--- config.mk ---
export PLATFORM = sky130hd
export DESIGN_NAME = mem_issue_queue
export DESIGN_NICKNAME = d
export VERILOG_FILES = /design/src/rtl/mem_issue_queue.sv
export SDC_FILE = /design/constraint.sdc
export NUM_CORES = 1
export LEC_CHECK = 0
export ABC_AREA = 0
export BUFFER_PORTS_ARGS = -buffer_cell sky130_fd_sc_hd__buf_2
export CAP_MARGIN = 20
export CORE_UTILIZATION = 35
export CTS_BUF_LIST = sky130_fd_sc_hd__clkbuf_2 sky130_fd_sc_hd__clkbuf_4 sky130_fd_sc_hd__clkbuf_8
export CTS_CLUSTER_SIZE = 20
export DETAILED_ROUTE_END_ITERATION = 6
export SETUP_SLACK_MARGIN = 0.4
export SLEW_MARGIN = 30
export SYNTH_ARGS = -nofsm -noshare
export SYNTH_HDL_FRONTEND = slang
export SYNTH_SLANG_ARGS = --single-unit
--- constraint.sdc ---
create_clock -name i_clk -period 3.36 [get_ports i_clk]
set_input_delay 0.672 -clock i_clk [delete_from_list [all_inputs] [get_ports i_clk]]
set_output_delay 0.672 -clock i_clk [all_outputs]
set_load 0.02 [all_outputs]
--- src/rtl/mem_issue_queue.sv ---
// Load/store request queue between the CPU memory stage and memops: buffers
// requests and issues them one strobe at a time. Optional MEMQ_SCOREBOARD_EN adds a pending-load register mask.
module mem_issue_queue #(
  parameter int LGDEPTH = 2
) (
  input  logic        i_clk,
  input  logic        i_rst,
  input  logic        i_stb,
  input  logic [2:0]  i_op,
  input  logic [31:0] i_addr,
  input  logic [31:0] i_data,
  input  logic [4:0]  i_oreg,
  output logic        o_stall,
  output logic        o_empty,
  output logic [LGDEPTH:0] o_count,
  output logic        o_mem_stb,
  output logic [2:0]  o_mem_op,
  output logic [31:0] o_mem_addr,
  output logic [31:0] o_mem_data,
  output logic [4:0]  o_mem_oreg,
  input  logic        i_mem_busy,
  input  logic        i_mem_valid,
  input  logic        i_mem_err,
  output logic        o_err,
  output logic [31:0] o_pend_mask
);
  localparam int DEPTH = 2**LGDEPTH;

  typedef enum logic [1:0] {S_IDLE = 2'd0, S_ISSUE = 2'd1, S_WAIT = 2'd2} state_t;

  state_t              r_state;
  logic [2:0]          r_q_op   [DEPTH];
  logic [31:0]         r_q_addr [DEPTH];
  logic [31:0]         r_q_data [DEPTH];
  logic [4:0]          r_q_oreg [DEPTH];
  logic [LGDEPTH-1:0]  r_wr_ptr, r_rd_ptr;
  logic [LGDEPTH:0]    r_count;
  logic                r_mem_stb, r_err;
  logic [2:0]          r_mem_op;
  logic [31:0]         r_mem_addr, r_mem_data;
  logic [4:0]          r_mem_oreg;
  logic                w_full, w_push, w_pop, w_flush, w_nonempty;

  // Handshake: a request transfers on any cycle with i_stb && !o_stall. There is
  // no full bypass, and an error cycle refuses pushes so the flush cannot race one.
  assign w_full     = (r_count == (LGDEPTH+1)'(DEPTH));
  assign o_stall    = w_full || i_mem_err;
  assign w_push     = i_stb && !o_stall;
  assign w_nonempty = (r_count != '0);
  assign w_flush    = (r_state == S_WAIT) && i_mem_err;
  assign w_pop      = w_nonempty && !i_mem_busy &&
                      ((r_state == S_IDLE) || ((r_state == S_WAIT) && !i_mem_err));

  always_ff @(posedge i_clk) begin
    if (w_push) begin
      r_q_op[r_wr_ptr]   <= i_op;
      r_q_addr[r_wr_ptr] <= i_addr;
      r_q_data[r_wr_ptr] <= i_data;
      r_q_oreg[r_wr_ptr] <= i_oreg;
    end
  end

  always_ff @(posedge i_clk) begin
    if (i_rst) begin
      r_state    <= S_IDLE;
      r_wr_ptr   <= '0;
      r_rd_ptr   <= '0;
      r_count    <= '0;
      r_mem_stb  <= 1'b0;
      r_err      <= 1'b0;
      r_mem_op   <= '0;
      r_mem_addr <= '0;
      r_mem_data <= '0;
      r_mem_oreg <= '0;
    end else begin
      r_mem_stb <= 1'b0;
      r_err     <= w_flush;
      if (w_push)
        r_wr_ptr <= r_wr_ptr + LGDEPTH'(1);
      if (w_flush) begin
        r_count  <= '0;
        r_rd_ptr <= r_wr_ptr;
      end else begin
        if (w_pop)
          r_rd_ptr <= r_rd_ptr + LGDEPTH'(1);
        if (w_push && !w_pop)
          r_count <= r_count + (LGDEPTH+1)'(1);
        else if (w_pop && !w_push)
          r_count <= r_count - (LGDEPTH+1)'(1);
      end
      if (w_pop) begin
        r_mem_stb  <= 1'b1;
        r_mem_op   <= r_q_op[r_rd_ptr];
        r_mem_addr <= r_q_addr[r_rd_ptr];
        r_mem_data <= r_q_data[r_rd_ptr];
        r_mem_oreg <= r_q_oreg[r_rd_ptr];
      end
      // memops raises busy in the first WAIT cycle, so WAIT cannot leave early.
      case (r_state)
        S_IDLE:  if (w_pop) r_state <= S_ISSUE;
        S_ISSUE: r_state <= S_WAIT;
        S_WAIT: begin
          if (i_mem_err)
            r_state <= S_IDLE;
          else if (!i_mem_busy)
            r_state <= w_pop ? S_ISSUE : S_IDLE;
        end
        default: r_state <= S_IDLE;
      endcase
    end
  end

  assign o_empty    = (r_count == '0) && (r_state == S_IDLE);
  assign o_count    = r_count;
  assign o_mem_stb  = r_mem_stb;
  assign o_mem_op   = r_mem_op;
  assign o_mem_addr = r_mem_addr;
  assign o_mem_data = r_mem_data;
  assign o_mem_oreg = r_mem_oreg;
  assign o_err      = r_err;

`ifdef MEMQ_SCOREBOARD_EN
  logic        r_inflight_ld;
  logic [31:0] w_mask;

  always_ff @(posedge i_clk) begin
    if (i_rst || w_flush)
      r_inflight_ld <= 1'b0;
    else if (w_pop)
      r_inflight_ld <= !r_q_op[r_rd_ptr][0];
    else if ((r_state == S_WAIT) && (i_mem_valid || i_mem_err))
      r_inflight_ld <= 1'b0;
  end

  // Walk the live window from the read pointer; entries past r_count are stale.
  always_comb begin
    logic [LGDEPTH-1:0] idx;
    w_mask = '0;
    idx    = '0;
    for (int i = 0; i < DEPTH; i++) begin
      idx = r_rd_ptr + LGDEPTH'(i);
      if (((LGDEPTH+1)'(i) < r_count) && !r_q_op[idx][0])
        w_mask[r_q_oreg[idx]] = 1'b1;
    end
    if (r_inflight_ld)
      w_mask[r_mem_oreg] = 1'b1;
  end

  assign o_pend_mask = w_mask;
`else
  logic w_unused_valid;
  assign w_unused_valid = i_mem_valid;
  assign o_pend_mask    = 32'h0;
`endif
endmodule
==> results of run 1 <==
==> through the flow <==
stage	std cells	area (um2)	total power [mW]
2_1_floorplan	834	14000	7.51
3_3_place_gp	1436	15200	8.48
3_5_place_dp	1436	15200	8.50
4_1_cts	1551	16500	12.7
5_1_grt	1551	16500	13.1
6_report	1553	16500	12.5
==> cell families (layout without fill, tap and decap cells) <==
logic type	after synthesis	in the layout	share of synthesized area, %
DFF	371	371	74.2
AOI/OAI and AO/OA	157	157	5.89
and+or+nand+nor	96	96	3.50
buffers and inverters	95	294	3.71
muxes	75	75	11.9
adders and majority gates	6	6	0.595
xor gates and xnor gates	2	2	0.126
other	1	34	0.0270
==> metal layers <==
metal,share of wire (%),wire length (um)
met3,7.3,2230
met1,42,13000
met2,48,14700
met4,2.1,656
met5,0.082,25
==> cells in the mapped netlist (2+ instances only) <==
cell        n
xor2_1      2
o21ai_0    74
a211oi_2    2
clkbuf_1   38
nor2_1      9
or3_1       2
buf_2       7
inv_1       6
dfxtp_1    83
buf_6       2
edfxtp_1  288
buf_4      36
nand3_1    72
and2_1      4
nand2_1     4
buf_1       5
ha_1        5
a21oi_1    75
mux4_2     72
mux2i_1     2
==> where the power goes <==
group | internal [mW] | switching [mW] | total, mW
logic | 1.03 | 1.77 | 2.80
registers | 5.33 | 0.206 | 5.54
clock network | 2.38 | 1.76 | 4.14
total | 8.74 | 3.74 | 12.5
==> flip-flops by register name (all words and copies together), names as in the netlist <==
signal / count
r_rd_ptr: 2
r_q_data: 128
r_state: 2
r_wr_ptr: 2
o_mem_data: 32
o_mem_op: 3
o_count: 3
r_q_addr: 128
o_mem_addr: 32
o_mem_stb: 1
r_q_oreg: 20
r_q_op: 12
o_mem_oreg: 5
o_err: 1
==> worst reg2reg max path, delay by kind of cell (launching register included) <==
kind	cells	cell delay, ps
buffers and inverters	2	260
XOR/XNOR	1	160
AND/OR/NAND/NOR	2	430
AO/OA/AOI/OAI	2	360
adder cells (fa/ha/maj)	2	590
flip-flops	1	500
==> cell type report <==
cell class / count / area share, %
tap: 518 / 3.92
multi-input combinational: 368 / 19.4
clock buffer: 96 / 7.12
antenna: 2 / 0.0303
inverter: 7 / 0.159
sequential: 371 / 62.4
clock inverter: 19 / 0.870
timing repair buffer: 172 / 6.11
==> worst max-delay path by stage <==
stage,start,end,slack [ps],cells past startpoint
floorplan,i_stb,r_q_addr[0][0],880,3
global placement,i_stb,o_count[2],850,10
detailed placement,i_mem_err,o_count[2],880,9
CTS,o_count[0],o_empty,800,3
global route,o_count[0],o_empty,740,3
finish,o_count[0],o_empty,870,3
==> layout by cell type, fill, tap and decap left out, drive strengths merged, types with 2 or more instances in the layout <==
cell and count:
a211oi 2, a21oi 75, and2 4, buf 172, bufinv 2, clkbuf 96, clkinv 14, clkinvlp 3
conb 32, dfxtp 83, diode 2, edfxtp 288, ha 5, inv 7, mux2i 2, mux4 72
nand2 4, nand3 72, nor2 9, nor3 2, o21ai 74, or3 2, xor2 2
==> reports/summary.txt, run 1 <==
Synth Flop Type: edfxtp_1
GPL Wtd Cong: 0.699
vias in the first global route: 7824
Filler Cell Count: 3507
final worst path period share: 74.1%
setup repair bufs after CTS: 0
clk buf depth: 3
CP delay by family, top: simple AND/OR/NAND/NOR gates
Port Buffers: 155
CP endpoint kind: output port
sequential cell area fraction in the yosys report: 74.2%
TritonCTS clock tree: yes
Routed Antenna Nets: 0
die height: 201 um
share of layout cells above drive strength 1: 35.3%
layout overhead on the synthesized area: 19.1%
H-tree Lvls: 2
IO Pins: 189
Hold Buf Count CTS: 0
fin crit period: 2490 ps
Multi-input gate area: 3210 um2
Final Max Slew Viols: 0
FF+latch count, synth: 371
fin util: 42.5%
status: complete, no violations
clock-pin transition on the worst setup and hold timing paths: 60 ps
Die W: 201 um
Setup Total Neg Slack: 0 ps
CP startpoint kind: register
fmax: 402 MHz
Place WS: 882 ps
vias per cell: 4.96
Crit Path Max Fanout: 6
reg2reg path depth: 9
reg-to-reg startpoint: o_count[0]
M1 GR Usage: 19.2%
Hold Path Origin: i_addr[16]
number of synthesized flops with an enable pin: 288
headroom to the max-slew limit: 41.5%
Synth area leader: edfxtp_1
met3 Track Usage GR: 4.83%
GR Util met2: 25.3%
Resize count post-CTS: 0
WL final: 30600 um
CP max-delay cell: or3_4
PD cells: 755 nW/um2
FF-to-FF setup slack: 1010 ps
largest net degree at the start of global routing: 73
Overall Global Routing Usage: 15.3%
crit path kind: reg2out
number of DRC markers in iteration 0: 297
top cell type's share of synthesized area: 62.3%
starting density of the core: 35.7%
CP max stage delay: 440 ps
post-DR wirelength/cell: 19.7 um
synthesized area: 13900 um2
global route hottest layer: met2
post-DP HPWL: 16000 um
Req. time, crit path: 2690 ps
CP Cell Sequence: or3_4 -> nor3_1 -> buf_2
Hold Path Cell Cnt: 1
row cnt: 72
Max-cap violations: 0
Buf/Inv on CP: 1
register area: 10300 um2
CTS sink cnt: 371
Static Leak: 5.68 nW
TritonCTS Buffers: 61
synth top area cells: edfxtp_1, dfxtp_1, mux4_2
hold_ws: 256 ps
worst setup margin: 869 ps
area of the die: 40500 um2
Root Buffer: clkbuf_8
vias: 7707
Yosys warning total: 0
CP arrival: 1820 ps
worst reg2reg endpoint: o_count[2]
Core Area: 38900 um2
clock latency at the later pin of the worst-skew pair: 640 ps
antenna violations before repair: 2
HP Class: in2reg
unrepaired setup endpoints after global routing: false
Pre-antenna DRT Iters: 4
WHS Endpoint: r_q_addr[0][16]
FFs w/ async S/R, synth: 0%
Final Hold Viols: 0
Syn Area/Cell: 17.3 um2
Final Setup Violations: 0
first-pass GRT wire length: 46800 um
worst vdd ir: 0.568 mV
Clock Skew: 21.7 ps
Net count, final: 1065
Slew @ Worst Pin: 875 ps
Mapped Cells: 803
Cell variety after synth: 35
DR DRC count: 0
GR Overflow Total: 0
No activity file was read; power rests on OpenSTA's default activity.
==> inputs of run 2 (changes only) <==
--- a/config.mk
+++ b/config.mk
@@ -5,7 +5,7 @@
 export SDC_FILE = /design/constraint.sdc
 export NUM_CORES = 1
 export LEC_CHECK = 0
-export ABC_AREA = 0
+export ABC_AREA = 1
 export BUFFER_PORTS_ARGS = -buffer_cell sky130_fd_sc_hd__buf_2
 export CAP_MARGIN = 20
 export CORE_UTILIZATION = 35
==> constraint.sdc (replaced) <==
create_clock -name i_clk -period 2.45 [get_ports i_clk]
set_input_delay 0.49 -clock i_clk [delete_from_list [all_inputs] [get_ports i_clk]]
set_output_delay 0.49 -clock i_clk [all_outputs]
set_load 0.02 [all_outputs]
==> reports/summary.txt, run 2 <==
Syn Area/Cell: 11.8 um2 (-32%)
DR DRC count: 0 (unchanged)
fmax: 513 MHz
antenna violations before repair: 2 (unchanged)
Buf/Inv on CP: 1 (unchanged)
synthesized area: 14100 um2 (+1.5%)
worst setup margin: 502 ps (-368 ps)
sequential cell area fraction in the yosys report: 73.2% (-1.1 points)
CP max stage delay: 360 ps (-80 ps)
leading cell type in the layout, fill and taps excluded: nor2_1
CP endpoint kind: output port
Die W: 203 um (+0.73%)
Slew @ Worst Pin: 575 ps (-300 ps)
Yosys warning total: 0 (unchanged)
Mapped Cells: 1194 (+49%)
FF-to-FF setup slack: 590 ps (-420 ps)
synth top area cells: edfxtp_1, dfxtp_1, nor2_1
top post-synthesis cells by count: nor2_1, edfxtp_1, o21ai_0
final std cells w/o fill: 1937 (+25%)
Overall Global Routing Usage: 15.5% (+0.17 points)
TritonCTS Buffers: 60 (-1.6%)
fin util: 42.3% (-0.18 points)
Crit Path Max Fanout: 4 (-2)
number of synthesized flops with an enable pin: 288 (unchanged)
vias: 8995 (+17%)
Finished Cell Area: 16800 um2 (+1.7%)
crit path kind: reg2out
Final Max Slew Viols: 0 (unchanged)
die height: 203 um (+0.73%)
unrepaired setup endpoints after global routing: false
Clock Skew: 28.0 ps (+6.29 ps)
clk buf depth: 3 (unchanged)
Pre-antenna DRT Iters: 5 (+1)
Req. time, crit path: 1960 ps (-730 ps)
Setup Total Neg Slack: 0 ps (unchanged)
CTS sink cnt: 371 (unchanged)
Cell variety after synth: 28 (-20%)
vias per cell: 4.64 (-6.4%)
Routed Antenna Nets: 0 (unchanged)
FFs w/ async S/R, synth: 0% (unchanged)
Net count, final: 1446 (+36%)
CP max-delay cell: dfxtp_4
top cell type's share of synthesized area: 61.4% (-0.91 points)
number of DRC markers in iteration 0: 473 (+59%)
status: complete, no violations
PD cells: 1110 nW/um2 (+47%)
Synth area leader: edfxtp_1
final worst path period share: 79.5%
Final Hold Viols: 0 (unchanged)
Placed Instances: 1824 (+27%)
IO Pins: 189 (unchanged)
CP Cell Sequence: nor2_4 -> nand2_4 -> nor3_2 -> buf_4
first-pass GRT wire length: 49000 um (+4.6%)
DR WL met3: 1840 um (-18%)
WL final: 31600 um (+3.3%)
placed inst area: 15500 um2 (+1.6%)
row cnt: 73 (+1.4%)
CP arrival: 1460 ps (-360 ps)
area of the die: 41100 um2 (+1.5%)
Top Metal Used: met5
TritonCTS clock tree: yes
share of layout cells above drive strength 1: 21.7% (-14 points)
layout overhead on the synthesized area: 19.3%
reg-to-reg startpoint: r_state[1]
starting density of the core: 35.5% (-0.22 points)
vias in the first global route: 8826 (+13%)
Synth Flop Type: edfxtp_1
fin crit period: 1950 ps
headroom to the max-slew limit: 61.7% (+20 points)
FF+latch count, synth: 371 (unchanged)
metal2 WL: 15300 um (+4.3%)
GPL Wtd Cong: 0.753 (+7.8%)
Root Buffer: clkbuf_8
CP delay by family, top: flip-flops
Place WS: 326 ps (-556 ps)
WL met1: 13700 um (+5.8%)
GR Overflow Total: 0 (unchanged)
Tot Pwr: 18.6 mW (+49%)
Static Leak: 6.24 nW (+10%)
CP startpoint kind: register
Hold Path Origin: i_addr[20]
clock-pin transition on the worst setup and hold timing paths: 60 ps (about the same)
Max-cap violations: 0 (unchanged)
count leader, synth: nor2_1
Final Setup Violations: 0 (unchanged)
largest net degree at the start of global routing: 81 (+11%)
clock latency at the later pin of the worst-skew pair: 630 ps (about the same)
hold_ws: 76.5 ps (-179 ps)
Top Registers: r_q_addr (128), r_q_data (128)
Port Buffers: 155 (unchanged)
post-DP HPWL: 17000 um (+6.7%)
post-DR wirelength/cell: 16.3 um (-17%)
most frequent cells in the layout: nor2_1, edfxtp_1, o21ai_0, buf_2, dfxtp_1
HP Class: in2reg
H-tree Lvls: 2 (unchanged)
Hold Buf Count CTS: 0 (unchanged)
worst vdd ir: 0.598 mV (+5.1%)
Core Area: 39700 um2 (+2.1%)
crit path from: o_count[1]
[run 2: cell types whose count changed in the layout (fill, tap and decap cells not counted), sizes merged, moves of 3 or more]
| cell | previous run | this run |
|---|---|---|
| nand3 | 72 | 5 |
| buf | 172 | 177 |
| nor2 | 9 | 375 |
| mux4 | 72 | 0 |
| clkinvlp | 3 | 0 |
| nand2 | 4 | 14 |
| inv | 7 | 16 |
| o21ai | 74 | 293 |
| and2 | 4 | 0 |
| a21oi | 75 | 6 |
[run 2: logic make-up after synthesis]
logic type	synth area share, %
AOI/OAI and AO/OA	10.6
xor gates and xnor gates	0.0622
adders and majority gates	0.586
buffers and inverters	4.73
DFF	73.2
muxes	0.0710
other	0.0266
and+or+nand+nor	10.7
[run 2: final timing paths]
check	end	depth (start not counted)
max	o_empty	4
min	r_q_addr[0][20]	1
max reg2reg	o_count[2]	12
min reg2reg	r_state[1]	1
[run 2: area by class of cell]
type | count | area, um2
Timing Repair Buffer | 177 | 1120
Fill cell | 3722 | 22900
Tap cell | 525 | 657
Clock buffer | 95 | 1150
Multi-Input combinational cell | 736 | 3310
Clock inverter | 16 | 179
Antenna cell | 1 | 2.50
Sequential cell | 371 | 10300
Inverter | 16 | 65.1
[run 2: timing repair]
item,CTS,global route
endpoints found under the setup margin,1,2
setup buffers,0,1
gates resized for setup,1,5
pin swaps,0,1
[run 2: power by group]
part	switching (mW)	internal, mW
Combinational	3.37	1.55
Sequential	0.387	7.58
Clock	2.35	3.39
[run 2: routing by layer]
metal,track usage [%],vias up
met5,0,-
met4,5.77,2
met3,3.66,53
met2,26.5,252
met1,18.9,4255
li1,-,4433
